[src/rtl/vend_pkg.sv]
// Shared types and lookup helpers for the vending controller: FSM states,
// drink ids, the fixed price table and the change-hopper denominations.
package vend_pkg;

    typedef enum logic [1:0] {
        ST_IDLE   = 2'd0,
        ST_DISP   = 2'd1,
        ST_CHANGE = 2'd2
    } state_e;

    localparam int PRICE_W = 8;

    localparam logic [2:0] ID_TEA    = 3'd1;
    localparam logic [2:0] ID_COKE   = 3'd2;
    localparam logic [2:0] ID_COFFEE = 3'd3;
    localparam logic [2:0] ID_MILK   = 3'd4;

    localparam logic [1:0] DEN_1  = 2'd0;
    localparam logic [1:0] DEN_5  = 2'd1;
    localparam logic [1:0] DEN_10 = 2'd2;

    // A zero price marks an id that does not name a drink.
    function automatic logic [PRICE_W-1:0] price_of(input logic [2:0] id);
        case (id)
            ID_TEA:    price_of = 8'd10;
            ID_COKE:   price_of = 8'd15;
            ID_COFFEE: price_of = 8'd20;
            ID_MILK:   price_of = 8'd25;
            default:   price_of = 8'd0;
        endcase
    endfunction

    function automatic logic [PRICE_W-1:0] denom_value(input logic [1:0] code);
        case (code)
            DEN_10:  denom_value = 8'd10;
            DEN_5:   denom_value = 8'd5;
            default: denom_value = 8'd1;
        endcase
    endfunction

    // Greedy pick: the largest coin that still fits in the remaining amount.
    function automatic logic [1:0] denom_code(input logic [31:0] amount);
        if (amount >= 32'd10)     denom_code = DEN_10;
        else if (amount >= 32'd5) denom_code = DEN_5;
        else                      denom_code = DEN_1;
    endfunction

endpackage

[src/rtl/vend_ack_timer.sv]
// Acknowledge watchdog shared by dispense and change phases: load restarts
// the count, expire pulses once when ACK_TIMEOUT cycles pass without clear.
module vend_ack_timer #(
    parameter int ACK_TIMEOUT = 255
) (
    input  logic clk,
    input  logic rst,
    input  logic load,
    input  logic clear,
    output logic expire
);

    localparam int CNT_W = $clog2(ACK_TIMEOUT + 1);

    logic [CNT_W-1:0] cnt_q, cnt_d;
    logic             run_q, run_d;

    // Count 0 is the cycle the request first becomes visible.
    assign expire = run_q && (cnt_q == CNT_W'(ACK_TIMEOUT - 1));

    always_comb begin
        cnt_d = cnt_q;
        run_d = run_q;
        if (load) begin
            cnt_d = '0;
            run_d = 1'b1;
        end else if (clear || expire) begin
            run_d = 1'b0;
        end else if (run_q) begin
            cnt_d = cnt_q + 1'b1;
        end
    end

    always_ff @(posedge clk or negedge rst) begin
        if (!rst) begin
            cnt_q <= '0;
            run_q <= 1'b0;
        end else begin
            cnt_q <= cnt_d;
            run_q <= run_d;
        end
    end

endmodule

[src/rtl/vend_ctrl.sv]
// Vending sequencer: owns the credit register, accepts coins and selections,
// runs the dispense handshake and pays change one greedy coin at a time.
module vend_ctrl
    import vend_pkg::*;
#(
    parameter int CREDIT_W    = 8,
    parameter int MAX_CREDIT  = 99,
    parameter int ACK_TIMEOUT = 255
) (
    input  logic                clk,
    input  logic                rst,
    input  logic                coin_valid,
    input  logic [CREDIT_W-1:0] coin_val,
    output logic                coin_reject,
    input  logic                sel_valid,
    input  logic [2:0]          sel_id,
    input  logic                cancel,
    output logic [CREDIT_W-1:0] credit,
    output logic                sel_err,
    output logic                disp_req,
    output logic [2:0]          disp_id,
    input  logic                disp_ack,
    output logic                chg_req,
    output logic [1:0]          chg_coin,
    input  logic                chg_ack,
    output logic                busy,
    output logic                fault
);

    state_e              state_q, state_d;
    logic [CREDIT_W-1:0] credit_q, credit_d;
    logic [CREDIT_W-1:0] price_q, price_d;
    logic [2:0]          disp_id_q, disp_id_d;
    logic                fault_q, fault_d;
    logic                disp_req_q, disp_req_d;
    logic                chg_req_q, chg_req_d;
    logic                coin_reject_q, coin_reject_d;
    logic                sel_err_q, sel_err_d;

    logic                tmr_load, tmr_clear, tmr_expire;
    logic [CREDIT_W:0]   coin_sum;
    logic [CREDIT_W-1:0] sel_price, chg_value;
    logic [1:0]          chg_code;
    logic                coin_blocked;

    vend_ack_timer #(.ACK_TIMEOUT(ACK_TIMEOUT)) u_timer (
        .clk    (clk),
        .rst    (rst),
        .load   (tmr_load),
        .clear  (tmr_clear),
        .expire (tmr_expire)
    );

    always_comb begin
        state_d       = state_q;
        credit_d      = credit_q;
        price_d       = price_q;
        disp_id_d     = disp_id_q;
        fault_d       = fault_q;
        disp_req_d    = disp_req_q;
        chg_req_d     = chg_req_q;
        coin_reject_d = 1'b0;
        sel_err_d     = 1'b0;
        tmr_load      = 1'b0;
        tmr_clear     = 1'b0;
        coin_blocked  = 1'b0;
        coin_sum      = {1'b0, credit_q} + {1'b0, coin_val};
        sel_price     = CREDIT_W'(price_of(sel_id));
        chg_code      = denom_code(32'(credit_q));
        chg_value     = CREDIT_W'(denom_value(chg_code));

        case (state_q)
            ST_IDLE: begin
                if (cancel && credit_q != '0) begin
                    state_d      = ST_CHANGE;
                    chg_req_d    = 1'b1;
                    tmr_load     = 1'b1;
                    coin_blocked = 1'b1;
                end else if (sel_valid) begin
                    if (sel_price == '0 || credit_q < sel_price || fault_q) begin
                        sel_err_d = 1'b1;
                    end else begin
                        credit_d     = credit_q - sel_price;
                        price_d      = sel_price;
                        disp_id_d    = sel_id;
                        disp_req_d   = 1'b1;
                        state_d      = ST_DISP;
                        tmr_load     = 1'b1;
                        coin_blocked = 1'b1;
                    end
                end
                // Sum is one bit wider so a large coin cannot wrap past the ceiling.
                if (coin_valid) begin
                    if (coin_blocked || coin_sum > (CREDIT_W + 1)'(MAX_CREDIT))
                        coin_reject_d = 1'b1;
                    else
                        credit_d = coin_sum[CREDIT_W-1:0];
                end
            end

            ST_DISP: begin
                coin_reject_d = coin_valid;
                sel_err_d     = sel_valid;
                if (disp_ack) begin
                    disp_req_d = 1'b0;
                    disp_id_d  = '0;
                    tmr_clear  = 1'b1;
                    if (credit_q != '0) begin
                        state_d   = ST_CHANGE;
                        chg_req_d = 1'b1;
                        tmr_load  = 1'b1;
                    end else begin
                        state_d = ST_IDLE;
                    end
                end else if (tmr_expire) begin
                    // Motor never answered: give the price back and pay it out.
                    credit_d   = credit_q + price_q;
                    fault_d    = 1'b1;
                    disp_req_d = 1'b0;
                    disp_id_d  = '0;
                    state_d    = ST_CHANGE;
                    chg_req_d  = 1'b1;
                    tmr_load   = 1'b1;
                end
            end

            ST_CHANGE: begin
                coin_reject_d = coin_valid;
                sel_err_d     = sel_valid;
                if (chg_req_q) begin
                    if (chg_ack) begin
                        credit_d  = credit_q - chg_value;
                        chg_req_d = 1'b0;
                        tmr_clear = 1'b1;
                        if (credit_q == chg_value)
                            state_d = ST_IDLE;
                    end else if (tmr_expire) begin
                        fault_d   = 1'b1;
                        chg_req_d = 1'b0;
                        state_d   = ST_IDLE;
                    end
                end else begin
                    chg_req_d = 1'b1;
                    tmr_load  = 1'b1;
                end
            end

            default: state_d = ST_IDLE;
        endcase
    end

    always_ff @(posedge clk or negedge rst) begin
        if (!rst) begin
            state_q       <= ST_IDLE;
            credit_q      <= '0;
            price_q       <= '0;
            disp_id_q     <= '0;
            fault_q       <= 1'b0;
            disp_req_q    <= 1'b0;
            chg_req_q     <= 1'b0;
            coin_reject_q <= 1'b0;
            sel_err_q     <= 1'b0;
        end else begin
            state_q       <= state_d;
            credit_q      <= credit_d;
            price_q       <= price_d;
            disp_id_q     <= disp_id_d;
            fault_q       <= fault_d;
            disp_req_q    <= disp_req_d;
            chg_req_q     <= chg_req_d;
            coin_reject_q <= coin_reject_d;
            sel_err_q     <= sel_err_d;
        end
    end

    assign credit      = credit_q;
    assign coin_reject = coin_reject_q;
    assign sel_err     = sel_err_q;
    assign disp_req    = disp_req_q;
    assign disp_id     = disp_id_q;
    assign chg_req     = chg_req_q;
    assign chg_coin    = chg_req_q ? chg_code : 2'd0;
    assign busy        = (state_q != ST_IDLE);
    assign fault       = fault_q;

endmodule
[config.mk]
export PLATFORM = sky130hd
export DESIGN_NAME = vend_ctrl
export DESIGN_NICKNAME = d
export VERILOG_FILES = /design/src/rtl/vend_pkg.sv /design/src/rtl/vend_ack_timer.sv /design/src/rtl/vend_ctrl.sv
export SDC_FILE = /design/constraint.sdc
export NUM_CORES = 1
export LEC_CHECK = 0
export BUFFER_PORTS_ARGS = -buffer_cell sky130_fd_sc_hd__buf_2
export CAP_MARGIN = 20
export CORE_ASPECT_RATIO = 0.9
export CORE_UTILIZATION = 40
export DETAILED_ROUTE_END_ITERATION = 8
export PLACE_DENSITY = 0.66
export SLEW_MARGIN = 40
export SYNTH_ARGS = -nofsm -noshare
export SYNTH_HDL_FRONTEND = slang
export SYNTH_SLANG_ARGS = --single-unit
[constraint.sdc]
create_clock -name clk -period 8.5 [get_ports clk]
set_clock_uncertainty 0.1 [all_clocks]
set_input_delay 0.425 -clock clk [delete_from_list [all_inputs] [get_ports clk]]
set_output_delay 0.425 -clock clk [all_outputs]
set_load 0.01 [all_outputs]
==> summary.md <==
| Metric | Value |
|---|---|
| Post-CTS Setup Bufs | 0 |
| DRT Wirelength | 8.37 mm |
| Detailed Routing Iterations Pass 1 | 5 |
| WHS | -34.5 ps |
| Die ar. | 8110 um2 |
| Mapped Cells | 374 |
| Distinct cells, synth | 64 |
| Worst slew pin tran | 750 ps |
| Root buf cell | clkbuf_8 |
| Slew Viols, Final | 0 |
| Fraction of registers with async set or reset after synthesis | 100% |
| Sequential cell area | 801 um2 |
| Rows | 30 |
| Post-synth EDFFs | 0 |
| Fill count | 733 |
| Max cap viols | 0 |
| Ys flop type | dfrtp_1 |
| Residual DRC | 0 |
| Crit. End Element | flip-flop |
| PnR Total Power | 1.21 mW |
| WP data required | 8590 ps |
| Worst-Skew Late Latency | 290 ps |
| Final HPWL DP | 6.19 mm |
| Pleak | 1.56 nW |
| Clock transition at path regs | 70 ps |
| Avg WL per Cell | 16.8 um |
| Crit path kind | flip-flop to flip-flop |
| Pwr dens | 353 nW/um2 |
| Tmin final | 3790 ps |
| Mapped Area | 3100 um2 |
| Worst VDD drop | 0.000120 V |
| Period Utilization, post-route | 44.6% |
| Worst EP arrival | 3870 ps |
| # diodes | 0 |
| Syn Nets | 424 |
| Vias in the first global route | 2693 |
| Num Clock Sinks | 32 |
| Setup TNS | 0 ps |
| Chip Height | 85.5 um |
| Initial antenna violation count | 0 |
| Highest net fanout along the worst path | 11 |
| Vias after detailed routing | 2926 |
| Area leader, netlist | dfrtp_1 |
| Multi-input logic area | 2160 um2 |
| Die width | 94.8 um |
| Tot GR Track Use | 21.4% |
| CTS tree | yes |
| Share of layout cells above drive strength 1 | 14.4% |
| RSZ-0062 raised after global routing | false |
| Post-layout nets | 451 |
| Setup WS pre-CTS | 4780 ps |
| Post-route ant nets | 0 |
| Post-synth top area share | 25.8% |
| Area contributors post-synth | dfrtp_1 26%, ha_1 11%, nand2_1 4.7% |
| Hold Fails Final Rpt | 32 |
| Post-Layout Cell Count | 498 |
| Area Growth Syn to Fin | 10.8% |
| # resized after CTS | 0 |
| Initial Utilization | 41.3% |
| TritonCTS buffer count | 5 |
| Placer Congestion | 0.972 |
| Final core occ | 45.8% |
| First-pass GRT wire length | 13.6 mm |
| Startpoint Class | flip-flop |
| Final Setup Violations | 0 |
| Sequential area share after synthesis | 25.8% |
| Worst min path class | input pin to async pin |
| Worst R2R Start | credit[0]$_DFFE_PN0P_ |
| Total grt overflow | 0 |
| Io pins | 37 |
| Cts hold-fix bufs | 0 |
| #FFs+latches synth | 32 |
| DP Cell Count | 490 |
| Status | finished, violations left |
| Syn Area/Cell | 8.29 um2 |
| Setup WS post-layout | 4710 ps |
| Failing checks | hold timing |
| Maximum number of pins on one net before global-route repair | 33 |
| DR iter-0 viols | 284 |
| YS warnings | 0 |
| Crit path launch | credit[0]$_DFFE_PN0P_ |
| Fmax | 0.264 GHz |
| H-tree depth | 2 |
| Core Area | 7510 um2 |
| PortBufs | 36 |
| CTS max path bufs | 2 |
| Max_slew headroom | 49.4% |
| Via-to-Cell Ratio | 5.88 |
flip-flops by register name (all words and copies together), names as in the netlist:
| register | count |
|---|---|
| credit | 8 |
| u_timer.cnt_q | 8 |
| price_q | 5 |
| disp_id | 3 |
| state_q | 2 |
| chg_req | 1 |
| coin_reject | 1 |
| disp_req | 1 |
| fault | 1 |
| sel_err | 1 |
| u_timer.run_q | 1 |
cells in the mapped netlist, drive strengths merged, types with 3 or more instances:
library cell	count
a211oi	10
a21boi	3
a21o	7
a21oi	26
a221oi	4
a31oi	8
and3	4
clkbuf	14
dfrtp	32
fa	4
ha	28
inv	16
mux2i	3
nand2	39
nand2b	5
nand3	9
nand3b	3
nand4	5
nor2	31
nor2b	4
nor3	9
nor4	5
o2111a	3
o21ai	29
o21bai	3
o22ai	3
o31ai	3
o41ai	4
or2	6
or3	3
xnor2	10
xor2	11
routing by layer:
metal | share of wire, % | vias to the layer above | track usage, %
met5 | 0 | - | 0
met4 | 1.2 | 0 | 5.10
met3 | 5.0 | 11 | 3.55
met2 | 46 | 91 | 33.6
met1 | 48 | 1386 | 30.6
li1 | - | 1438 | -
worst max-delay path, cell delays in order (launching register included):
cell      delay [ps]
dfrtp_1          510
ha_1             290
fa_1             440
a211oi_1         280
nor2_1            90
o2111a_1         250
nor4bb_1         670
nand3_2          410
or3_1            410
a32o_1           240
metrics by stage:
step | hold slack, ps | area (um2)
after floorplan | 29.4 | 3100
after global placement | 360 | 3330
after detailed placement | 365 | 3330
after CTS | 132 | 3430
after global routing | 4.70 | 3440
final | -34.5 | 3440
placed cells by master, fill, tap and decap left out, types with 2 or more instances in the layout:
cell type / count
nor3_1: 9
nor2b_1: 4
o41ai_2: 2
o21ai_0: 26
mux2_2: 2
nand3b_1: 3
o21a_1: 2
nand2_1: 39
ha_1: 28
or3_1: 3
nand2b_1: 5
nand4_1: 5
xnor2_1: 10
fa_1: 4
a221oi_1: 4
buf_2: 35
o2111a_1: 3
o21ai_1: 3
inv_1: 16
and3_1: 4
a211oi_1: 10
nor2_1: 31
clkbuf_8: 5
nor3b_1: 2
mux2i_1: 3
or2_2: 4
o31ai_1: 3
o22ai_1: 3
a21oi_1: 26
o221ai_1: 2
a31oi_1: 8
o21bai_1: 3
a21o_1: 7
xor2_1: 11
nor4_1: 5
or2_1: 2
dfrtp_1: 32
nand3_1: 8
cell families after synthesis:
kind of cell             after synthesis  share of synthesized area, %
XOR/XNOR                              21                          5.93
multiplexers                           5                          1.69
AO/OA/AOI/OAI                        118                          26.5
AND/OR/NAND/NOR                      133                          21.7
flip-flops                            32                          25.8
adder cells (fa/ha/maj)               32                          13.9
buffers and inverters                 33                          4.48
layout make-up:
type / instances / area share [%]
clock buffer: 6 / 2.11
inverter: 17 / 1.86
sequential: 32 / 23.3
clock inverter: 2 / 1.02
multi-input combinational: 309 / 62.9
tap: 96 / 3.49
timing repair buffer: 36 / 5.31
path summary, 6_finish.rpt:
kind                            slack (ps)  depth (start not counted)                         to
worst max-delay path                  4710                          9      credit[1]$_DFFE_PN0P_
worst min-delay path                   -30                          1      credit[0]$_DFFE_PN0P_
worst max register to register        4710                          9      credit[1]$_DFFE_PN0P_
worst min register to register         370                          2     disp_id[2]$_DFFE_PN0P_
max in group asynchronous             8010                          1  u_timer.run_q$_DFFE_PN0P_
min in group clk                       310                          2          sel_err$_DFF_PN0_
where the power goes:
group / internal [mW] / switching (mW)
Combinational: 0.326 / 0.453
Clock: 0.0870 / 0.0632
Sequential: 0.198 / 0.0867
No activity file was read; power rests on OpenSTA's default activity.
